==> src/rtl/pwm_led_fader.sv <==
// pwm_led_fader: N-channel PWM LED intensity engine with per-channel fade.
// Levels span 0..2**PWM_BITS; each channel's current level moves toward its target on frame boundaries.
//
// Ports:
//   clk, rst      system clock, synchronous active-high reset
//   wr_en         one-cycle level write strobe
//   wr_ch         channel index for the write (out-of-range indices ignored)
//   wr_level      requested level, clamped to 2**PWM_BITS
//   wr_fade       1: ramp toward level, 0: jump at next frame boundary
//   enable        per-channel output gate
//   pwm_out       registered PWM bits
//   fading        high while a channel's current level differs from its target
//   frame_start   one-cycle pulse while cnt==0 and prescaler==0
module pwm_led_fader #(
  parameter int CHANNELS        = 3,
  parameter int PWM_BITS        = 9,
  parameter int PRESCALE_BITS   = 7,
  parameter int FADE_STEP       = 1,
  parameter int FRAMES_PER_STEP = 4,
  parameter int CH_BITS         = 2
) (
  input  logic                clk,
  input  logic                rst,
  input  logic                wr_en,
  input  logic [CH_BITS-1:0]  wr_ch,
  input  logic [PWM_BITS:0]   wr_level,
  input  logic                wr_fade,
  input  logic [CHANNELS-1:0] enable,
  output logic [CHANNELS-1:0] pwm_out,
  output logic [CHANNELS-1:0] fading,
  output logic                frame_start
);

  localparam int LW = PWM_BITS + 1;
  localparam int FW =
    (FRAMES_PER_STEP > 1) ? $clog2(FRAMES_PER_STEP) : 1;
  localparam int STEP_I =
    (FADE_STEP > 2**PWM_BITS) ? 2**PWM_BITS : FADE_STEP;

  localparam logic [LW-1:0] LMAX  = LW'(2**PWM_BITS);
  localparam logic [LW-1:0] STEP  = LW'(STEP_I);
  localparam logic [FW-1:0] FLAST = FW'(FRAMES_PER_STEP - 1);

  logic [PRESCALE_BITS-1:0] pre;
  logic [PWM_BITS-1:0]      cnt;
  logic [FW-1:0]            fcnt;
  logic                     pre_wrap;
  logic                     boundary;
  logic                     step_bnd;
  logic                     wr_ok;
  logic [LW-1:0]            wr_clamp;

  assign pre_wrap = &pre;
  assign boundary = pre_wrap & (&cnt);
  assign step_bnd = boundary & (fcnt == FLAST);

  assign wr_ok = wr_en &&
    ({{(32-CH_BITS){1'b0}}, wr_ch} < 32'(CHANNELS));
  assign wr_clamp = (wr_level > LMAX) ? LMAX : wr_level;

  always_ff @(posedge clk) begin
    if (rst) begin
      pre         <= '0;
      cnt         <= '0;
      fcnt        <= '0;
      frame_start <= 1'b0;
    end else begin
      pre         <= pre + 1'b1;
      frame_start <= boundary;
      if (pre_wrap) begin
        cnt <= cnt + 1'b1;
      end
      if (boundary) begin
        fcnt <= (fcnt == FLAST) ? '0 : fcnt + 1'b1;
      end
    end
  end

  for (genvar g = 0; g < CHANNELS; g++) begin : g_ch
    logic [LW-1:0] cur;
    logic [LW-1:0] tgt;
    logic [LW-1:0] diff;
    logic [LW-1:0] mv;
    logic [LW-1:0] nxt_cur;
    logic [LW-1:0] nxt_tgt;
    logic          mode;
    logic          sel;
    logic          up;
    logic          pwm_q;
    logic          fad_q;

    assign sel  = wr_ok && (wr_ch == CH_BITS'(g));
    assign up   = tgt > cur;
    assign diff = up ? (tgt - cur) : (cur - tgt);
    // Clamp the step to the remaining distance so a ramp never overshoots.
    assign mv   = (diff < STEP) ? diff : STEP;

    // Decisions use the pre-write tgt/mode; a write lands next boundary.
    always_comb begin
      nxt_cur = cur;
      if (boundary) begin
        if (!mode) begin
          nxt_cur = tgt;
        end else if (step_bnd) begin
          nxt_cur = up ? (cur + mv) : (cur - mv);
        end
      end
    end

    assign nxt_tgt = sel ? wr_clamp : tgt;

    always_ff @(posedge clk) begin
      if (rst) begin
        cur   <= '0;
        tgt   <= '0;
        mode  <= 1'b0;
        pwm_q <= 1'b0;
        fad_q <= 1'b0;
      end else begin
        cur   <= nxt_cur;
        tgt   <= nxt_tgt;
        if (sel) begin
          mode <= wr_fade;
        end
        pwm_q <= enable[g] & ({1'b0, cnt} < cur);
        fad_q <= (nxt_cur != nxt_tgt);
      end
    end

    assign pwm_out[g] = pwm_q;
    assign fading[g]  = fad_q;
  end

endmodule

==> config.mk <==
export PLATFORM = sky130hd
export DESIGN_NAME = pwm_led_fader
export DESIGN_NICKNAME = d
export VERILOG_FILES = /design/src/rtl/pwm_led_fader.sv
export SDC_FILE = /design/constraint.sdc
export NUM_CORES = 1
export LEC_CHECK = 0
export ABC_AREA = 1
export ABC_CLOCK_PERIOD_IN_PS = 11000
export CAP_MARGIN = 30
export CORE_ASPECT_RATIO = 1.75
export CORE_UTILIZATION = 40
export DETAILED_ROUTE_END_ITERATION = 6
export PLACE_DENSITY = 0.67
export SLEW_MARGIN = 25
export SYNTH_ARGS = -nofsm -noshare
export SYNTH_HDL_FRONTEND = slang
export SYNTH_SLANG_ARGS = --single-unit
==> constraint.sdc <==
create_clock -name clk -period 11 [get_ports clk]
set_clock_uncertainty 0.2 [all_clocks]
set_input_delay 2.75 -clock clk [delete_from_list [all_inputs] [get_ports clk]]
set_output_delay 2.75 -clock clk [all_outputs]
set_load 0.05 [all_outputs]
==> results_dict.tcl, run 1 <==
set metrics [dict create \
    synth_commonest_cells "426 x nand2_1, 242 x inv_1, 132 x nor2_1" \
    clock_sinks 88 \
    yosys_most_used_dff "dfxtp_1" \
    synth_area_leaders "dfxtp_1 18%, nand2_1 16%, ha_1 15%, inv_1 9.2%, nand3_1 5.4%" \
    criticalPathCategory "reg2reg" \
    cts.htree.levels 3 \
    finalSetupViolCount 0 \
    area_growth_pct 7.53 \
    dp_cells 1881 \
    tns_ps 0 \
    fin_cells 1897 \
    fmax_mhz 180 \
    rsz0062_at_grt "false" \
    synth_area_mm2 0.00990 \
    hold_viol 0 \
    die_area_mm2 0.0254 \
    antenna_found_initial 0 \
    end_kind "flip-flop" \
    yosysTopAreaCell "dfxtp_1" \
    start_kind "flip-flop" \
    grt_pass1_wl_mm 48.8 \
    drive_above_1_share_pct 6.67 \
    remaining_drc_errors 0 \
    cts_tree "done" \
    post-cts-setup-buffers 0 \
    gp_congestion 0.968 \
    numCtsBuffers 9 \
    grt.total_usage_pct 24.6 \
    hold_ws_ps 249 \
    slew_headroom_pct 38.2 \
    outcome "complete, no violations" \
    postRouteAntennaNets 0 \
    dr.pass1.iters 7 \
    start_util_pct 41.0 \
    ctsHoldBuffers 0 \
    std_cell_rows 75 \
    cap_violations 0 \
    cts_resized 0 \
    grt_pass1_vias 9813 \
    p_leak_uw 0.00533 \
    path_common_cell "nand2_1" \
    cpPeakStageDelay_ps 440 \
    antenna_cells 0 \
    power_density_mw_per_mm2 96.4 \
    min_period_ps 5560 \
    root_buffer "clkbuf_16" \
    switching_share_pct 36.7 \
    yosys_warnings 0 \
    pwr-share-clk_pct 33.5 \
    setup_ws_ps 5440 \
    ir_worst_vdd_uv 67.6 \
    vias_per_cell 5.24 \
    syn_inst 1582 \
    cts_buffer_depth 2 \
    intPower_uw 649 \
    power_uw 1030 \
    yosysTopAreaCellShare_pct 17.8 \
    final_nets 1727 \
    via_count 9946 \
    avgSynthCellArea_um2 6.26 \
    combPwrFrac_pct 34.2 \
    clk_pin_slew_ps 70 \
    cp.required_ps 11030 \
    top_level_ports 26 \
    portBuffers 25 \
    hp-class "reg2reg" \
    clk-insertion-delay-late_ps 350 \
    grt_max_degree 74 \
    synth.most_common_cell "nand2_1" \
    synth-edff-count 0 \
    gr-total-overflow 0 \
    worstPathArrival_ps 5590 \
    seq_power_share_pct 32.3 \
    coreArea_mm2 0.0241 \
    worstMarginPinSlew_ps 920 \
    wl_per_cell_um 16.0 \
    min_path_cells 1 \
    ys_seq_area_share_pct 17.8 \
    drt_iter0_markers 617 \
    switchingPower_uw 377 \
    die_w_um 121 \
    ys_types 50 \
    dp_hpwl_mm 24.9 \
    rr_worst_depth 33 \
    slew_violations 0 \
    ys_seq_elements 88 \
    finalCritPeriodShare_pct 50.5 \
    cp_slowest_cell "ha_1" \
    dieHeight_um 210 \
    dp_slack_ps 5320 \
    critPathMaxFanout 14 \
    drt_wl_total_mm 30.4 \
    async_flop_share_pct 0 \
]
[layer usage]
| layer | track usage, % | up-vias | wire (µm) |
|---|---|---|---|
| met1 | 24.2 | 4473 | 11200 |
| met2 | 46.5 | 288 | 15800 |
| li1 | - | 5057 | - |
| met4 | 18.4 | 0 | 2400 |
| met3 | 2.44 | 128 | 948 |
| met5 | 0 | - | 0 |
[power groups by stage]
stage               Clock (µW)  Combinational [µW]  Sequential (µW)
floorplan                    0                 274              335
detailed placement           0                 347              339
finish                     344                 351              332
CTS                        347                 348              332
global route               357                 392              332
global placement             0                 342              339
[registers in the layout, summed over array words and instances, names as in the netlist]
register,cells
g_ch.cur,30
g_ch.pwm_q,3
pre,7
g_ch.mode,3
cnt,9
frame_start,1
g_ch.fad_q,3
g_ch.tgt,30
fcnt,2
[stage by stage]
step	util, %	area, µm²
after global routing	44.1	10600
after CTS	44.1	10600
final	44.1	10600
after global placement	42.8	10300
after floorplan	-	9900
after detailed placement	42.8	10300
[logic make-up after synthesis]
group | Yosys count | synth area share, %
AO/OA/AOI/OAI | 250 | 14.1
XOR/XNOR | 49 | 4.34
adder cells (fa/ha/maj) | 124 | 16.4
buffers and inverters | 294 | 12.1
flip-flops | 88 | 17.8
other | 1 | 0.0379
AND/OR/NAND/NOR | 776 | 35.3
[worst max-delay path, delay by kind of cell (launching register included)]
family                   cells  cell delay, ps
AND/OR/NAND/NOR             19            2090
flip-flops                   1             400
adder cells (fa/ha/maj)      3            1090
AO/OA/AOI/OAI                7            1160
buffers and inverters        4             470
[cell usage in the layout, fill, tap and decap left out, types with 5 or more instances in the layout]
cell type        Yosys  final
nand2_1            426    426
inv_1              242    242
nor2_1             132    132
ha_1               115    115
nand3_1            107    107
a21oi_1             97     97
o21ai_0             88     88
dfxtp_1             88     88
xor2_1              37     37
clkdlybuf4s50_1      0     24
or2_2               18     18
nand4_1             18     18
o21a_1              16     16
nand2_2             15     15
nand3_2             14     14
nor3_1              13     13
o211ai_1            13     13
xnor2_1             12     12
o21ai_1             11     11
fa_1                 9      9
clkbuf_16            0      9
inv_2                8      8
nor2_2               7      7
nor2_4               5      5
nand2_4              5      5
nand3b_1             5      5
clkinv_1             5      5
[layout make-up]
type	count	area [µm²]
flip-flops and latches	88	1760
well taps	308	385
multi-input cells	1202	6950
inverters	257	968
fillers	2538	13500
repair buffers	26	253
clock inverters	7	103
clock buffers	9	225
[final timing paths]
check                  from  slack [ps]            end
max          g_ch[0].cur[5]        5440  g_ch[0].fad_q
min                  pre[0]         250         pre[0]
max reg2reg  g_ch[0].cur[5]        5440  g_ch[0].fad_q
min reg2reg          pre[0]         250         pre[0]
Note: power is estimated with default switching activity, not from simulation.
==> inputs of run 2 (changes only) <==
ABC_CLOCK_PERIOD_IN_PS = 4500   (was 11000)
PLACE_DENSITY = 0.69   (was 0.67)
clock period = 4.5 ns   (was 11 ns; I/O delays follow)
==> results_dict.tcl, run 2 (synthesis results as in run 1) <==
set metrics [dict create \
    cp_slowest_cell "fa_2" \
    root_buffer "clkbuf_16" \
    portBuffers 25 \
    die_area_mm2 0.0254 \
    ctsHoldBuffers 0 \
    postRouteAntennaNets 0 \
    fmax_mhz 216 \
    slew_violations 0 \
    hold_viol 0 \
    gp_congestion 1.03 \
    antenna_found_initial 0 \
    antenna_cells 0 \
    grt_max_degree 40 \
    drt_wl_total_mm 36.2 \
    wl_per_cell_um 16.4 \
    outcome "finished with violations" \
    worstMarginPinSlew_ps 767 \
    tns_ps -191 \
    cap_violations 0 \
    path_common_cell "nand2_1" \
    largest_registers "g_ch.cur: 30 flops, g_ch.tgt: 30 flops, cnt: 9 flops" \
    layout_commonest_cell "nand2_1" \
    hold_ws_ps 250 \
    critPathMaxFanout 3 \
    fill_cells 2102 \
    top_level_ports 26 \
    dieHeight_um 210 \
    ir_worst_vdd_uv 183 \
    final_nets 2039 \
    clock_sinks 88 \
    criticalPathCategory "reg2reg" \
    rsz0062_at_grt "true" \
    dr.pass1.iters 6 \
    remaining_drc_errors 0 \
    crit_buf_inv 4 \
    numCtsBuffers 9 \
    gr-total-overflow 0 \
    clk_pin_slew_ps 80 \
    end_kind "flip-flop" \
    start_kind "flip-flop" \
    clk-insertion-delay-late_ps 380 \
    std_cell_rows 75 \
    failed_checks "negative setup slack" \
    start_util_pct 41.0 \
    drt_iter0_markers 590 \
    grt_pass1_vias 11700 \
    finalSetupViolCount 2 \
    dp_hpwl_mm 28.0 \
    coreArea_mm2 0.0241 \
    via_count 11700 \
    power_density_mw_per_mm2 210 \
    slew_headroom_pct 48.7 \
    layout_common_cells "368 x nand2_1, 302 x buf_4, 223 x inv_1" \
    drive_above_1_share_pct 34.4 \
    ff_latch_area_mm2 0.00180 \
    cp.required_ps 4560 \
    grt.total_usage_pct 28.1 \
    cts.htree.levels 3 \
    worstPathArrival_ps 4690 \
    die_w_um 121 \
    finalCritPeriodShare_pct 103 \
    min_period_ps 4620 \
    grt_pass1_wl_mm 55.3 \
    area_growth_pct 44.1 \
    hp-class "reg2reg" \
    setup_ws_ps -125 \
    cpPeakStageDelay_ps 550 \
    cp_top_family "simple AND/OR/NAND/NOR gates" \
    cts_buffer_depth 2 \
    p_leak_uw 0.00701 \
    cts_tree "done" \
    multiInputGateArea_mm2 0.00817 \
    vias_per_cell 5.29 \
]
[run 2: cell types whose count changed in the layout (fill, tap and decap cells not counted), moves of 31 or more]
cell | before | now
buf_4 | 1 | 302
nand2_1 | 426 | 368
nand2_2 | 15 | 60
ha_1 | 115 | 76
ha_4 | 0 | 38
o21ai_0 | 88 | 57
[run 2: repair_timing]
item	in CTS	in global routing
cloned	1	0
buffers inserted	12	19
pin swaps	53	109
resized for setup	136	204
endpoints found under the setup margin	12	13
[run 2: per-layer routing]
layer | wire, µm | global-route usage, %
met1 | 12400 | 25.6
met2 | 19000 | 52.3
met3 | 1390 | 3.54
met4 | 3410 | 26.5
met5 | 0 | 0
[run 2: worst paths after layout]
check            startpoint             to  slack, ps  depth (start not counted)
max          g_ch[1].tgt[0]  g_ch[1].fad_q       -120                         32
min                  pre[0]         pre[0]        250                          1
max reg2reg  g_ch[1].tgt[0]  g_ch[1].fad_q       -120                         32
min reg2reg          pre[0]         pre[0]        250                          1
[run 2: final cells by class]
type                    instances  area share (%)
flip-flops and latches         88            12.6
inverters                     257            6.82
well taps                     308            2.70
clock buffers                  10            1.61
repair buffers                337            18.5
clock inverters                 6           0.526
multi-input cells            1203            57.3
[run 2: stage by stage]
stage                     cell area [µm²]  total power, µW  setup WS (ps)  utilization, %  std cells
after floorplan                      9900             1490            140               -       1584
after global placement              12400             1890           -437            51.6       2162
after detailed placement            12400             1900           -520            51.6       2162
after CTS                           13400             2820          -62.6            55.4       2190
after global routing                14300             3140           -385            59.1       2209
final                               14300             2990           -125            59.1       2209
[run 2: where the power goes]
group / internal, µW / switching, µW / total (µW)
registers: 790 / 16.8 / 807
logic: 615 / 757 / 1370
clock network: 440 / 376 / 816
total: 1850 / 1150 / 2990
==> inputs of run 3 (changes only) <==
REMOVE_ABC_BUFFERS = 1   (was unset)
==> results_dict.tcl, run 3 (synthesis results as in run 1) <==
set metrics [dict create \
    min_period_ps 4640 \
    numCtsBuffers 9 \
    worstPathArrival_ps 4710 \
    worstMarginPinSlew_ps 908 \
    via_count 11700 \
    grt_pass1_vias 11700 \
    post_dp_cell_area_mm2 0.0124 \
    ir_worst_vdd_uv 164 \
    hp-class "reg2reg" \
    remaining_drc_errors 0 \
    portBuffers 25 \
    final_area_mm2 0.0144 \
    use_met2_pct 52.2 \
    tns_ps -194 \
    power_density_mw_per_mm2 210 \
    fill_cells 2044 \
    rsz0062_at_grt "true" \
    gr-total-overflow 0 \
    layout_common_cells "361 x nand2_1, 293 x buf_4, 212 x inv_1" \
    dieHeight_um 210 \
    clk_pin_slew_ps 70 \
    final_nets 2041 \
    failed_checks "negative setup slack" \
    ff_latch_area_mm2 0.00179 \
    start_util_pct 41.0 \
    grt_max_degree 73 \
    cap_violations 0 \
    finalSetupViolCount 2 \
    busiest_layer "met2" \
    drive_above_1_share_pct 35.5 \
    cts.htree.levels 3 \
    finalCritPeriodShare_pct 103 \
    std_cell_rows 75 \
    antenna_found_initial 0 \
    cts_buffer_depth 2 \
    grtUsageMet1_pct 26.7 \
    clock_sinks 88 \
    grt_pass1_wl_mm 54.8 \
    cpPeakStageDelay_ps 360 \
    slew_headroom_pct 39.5 \
    postRouteAntennaNets 0 \
    slew_violations 0 \
    coreArea_mm2 0.0241 \
    p_leak_uw 0.00706 \
    die_w_um 121 \
    drt_wl_total_mm 36.3 \
    grt.total_usage_pct 27.6 \
    wl_per_cell_um 16.4 \
    hold_ws_ps 250 \
    gp_congestion 0.951 \
    ctsHoldBuffers 0 \
    cp_slowest_cell "fa_2" \
    vias_per_cell 5.31 \
    cts_tree "done" \
    top_level_ports 26 \
    cp.required_ps 4560 \
    die_area_mm2 0.0254 \
    hold_viol 0 \
    power_uw 3030 \
    outcome "finished with violations" \
    antenna_cells 0 \
    root_buffer "clkbuf_16" \
    dp_hpwl_mm 26.7 \
    criticalPathCategory "reg2reg" \
    setup_ws_ps -145 \
    grtUsageMet3_pct 2.57 \
    drt_iter0_markers 787 \
    fmax_mhz 215 \
    clk-insertion-delay-late_ps 360 \
    end_kind "flip-flop" \
    layout_commonest_cell "nand2_1" \
    dp_slack_ps -389 \
    critPathMaxFanout 6 \
    start_kind "flip-flop" \
    largest_registers "g_ch.cur: 30 flops, g_ch.tgt: 30 flops, cnt: 9 flops" \
    area_growth_pct 45.9 \
    dr.pass1.iters 5 \
    multiInputGateArea_mm2 0.00826 \
]
## run 3: path summary, 6_finish.rpt
check / end / slack (ps) / cells past startpoint / from
worst max register to register: g_ch[2].fad_q / -140 / 31 / g_ch[2].tgt[0]
worst min register to register: pre[0] / 250 / 1 / pre[0]
worst min-delay path: pre[0] / 250 / 1 / pre[0]
worst max-delay path: g_ch[2].fad_q / -140 / 31 / g_ch[2].tgt[0]
## run 3: what timing repair did
action	4_1_cts	5_1_grt
cloned	2	0
setup endpoints to repair	13	17
resized for setup	129	241
pin swaps	49	164
buffers inserted	19	28
## run 3: critical path: cells and delay by family, from the launching register on
| family | cells | cell delay, ps |
|---|---|---|
| AND/OR/NAND/NOR | 14 | 1540 |
| adder cells (fa/ha/maj) | 4 | 950 |
| AO/OA/AOI/OAI | 5 | 630 |
| buffers and inverters | 6 | 530 |
| flip-flops | 1 | 350 |
| XOR/XNOR | 2 | 340 |
## run 3: stage by stage
stage / utilization (%) / cells
after floorplan: - / 1547
after global placement: 51.2 / 2148
after detailed placement: 51.2 / 2148
after CTS: 55.3 / 2185
after global routing: 59.9 / 2211
final: 59.9 / 2211
## run 3: power by group
group	switching, µW	total [µW]	internal, µW	leakage (µW)
clock network	353	785	432	0.000146
registers	16.4	808	792	0.000722
logic	774	1440	663	0.00620
total	1140	3030	1890	0.00706
## run 3: area by class of cell
class | count | share of cell area (%)
Tap cell | 308 | 2.67
Multi-Input combinational cell | 1203 | 57.2
Clock inverter | 7 | 0.485
Inverter | 257 | 6.78
Timing Repair Buffer | 339 | 18.9
Sequential cell | 88 | 12.4
Clock buffer | 9 | 1.56
## run 3: routing by layer
metal / part of all wire [%] / up-vias
li1: - / 5680
met1: 35 / 5423
met2: 52 / 448
met3: 3.9 / 182
met4: 8.4 / 0
met5: 0 / -
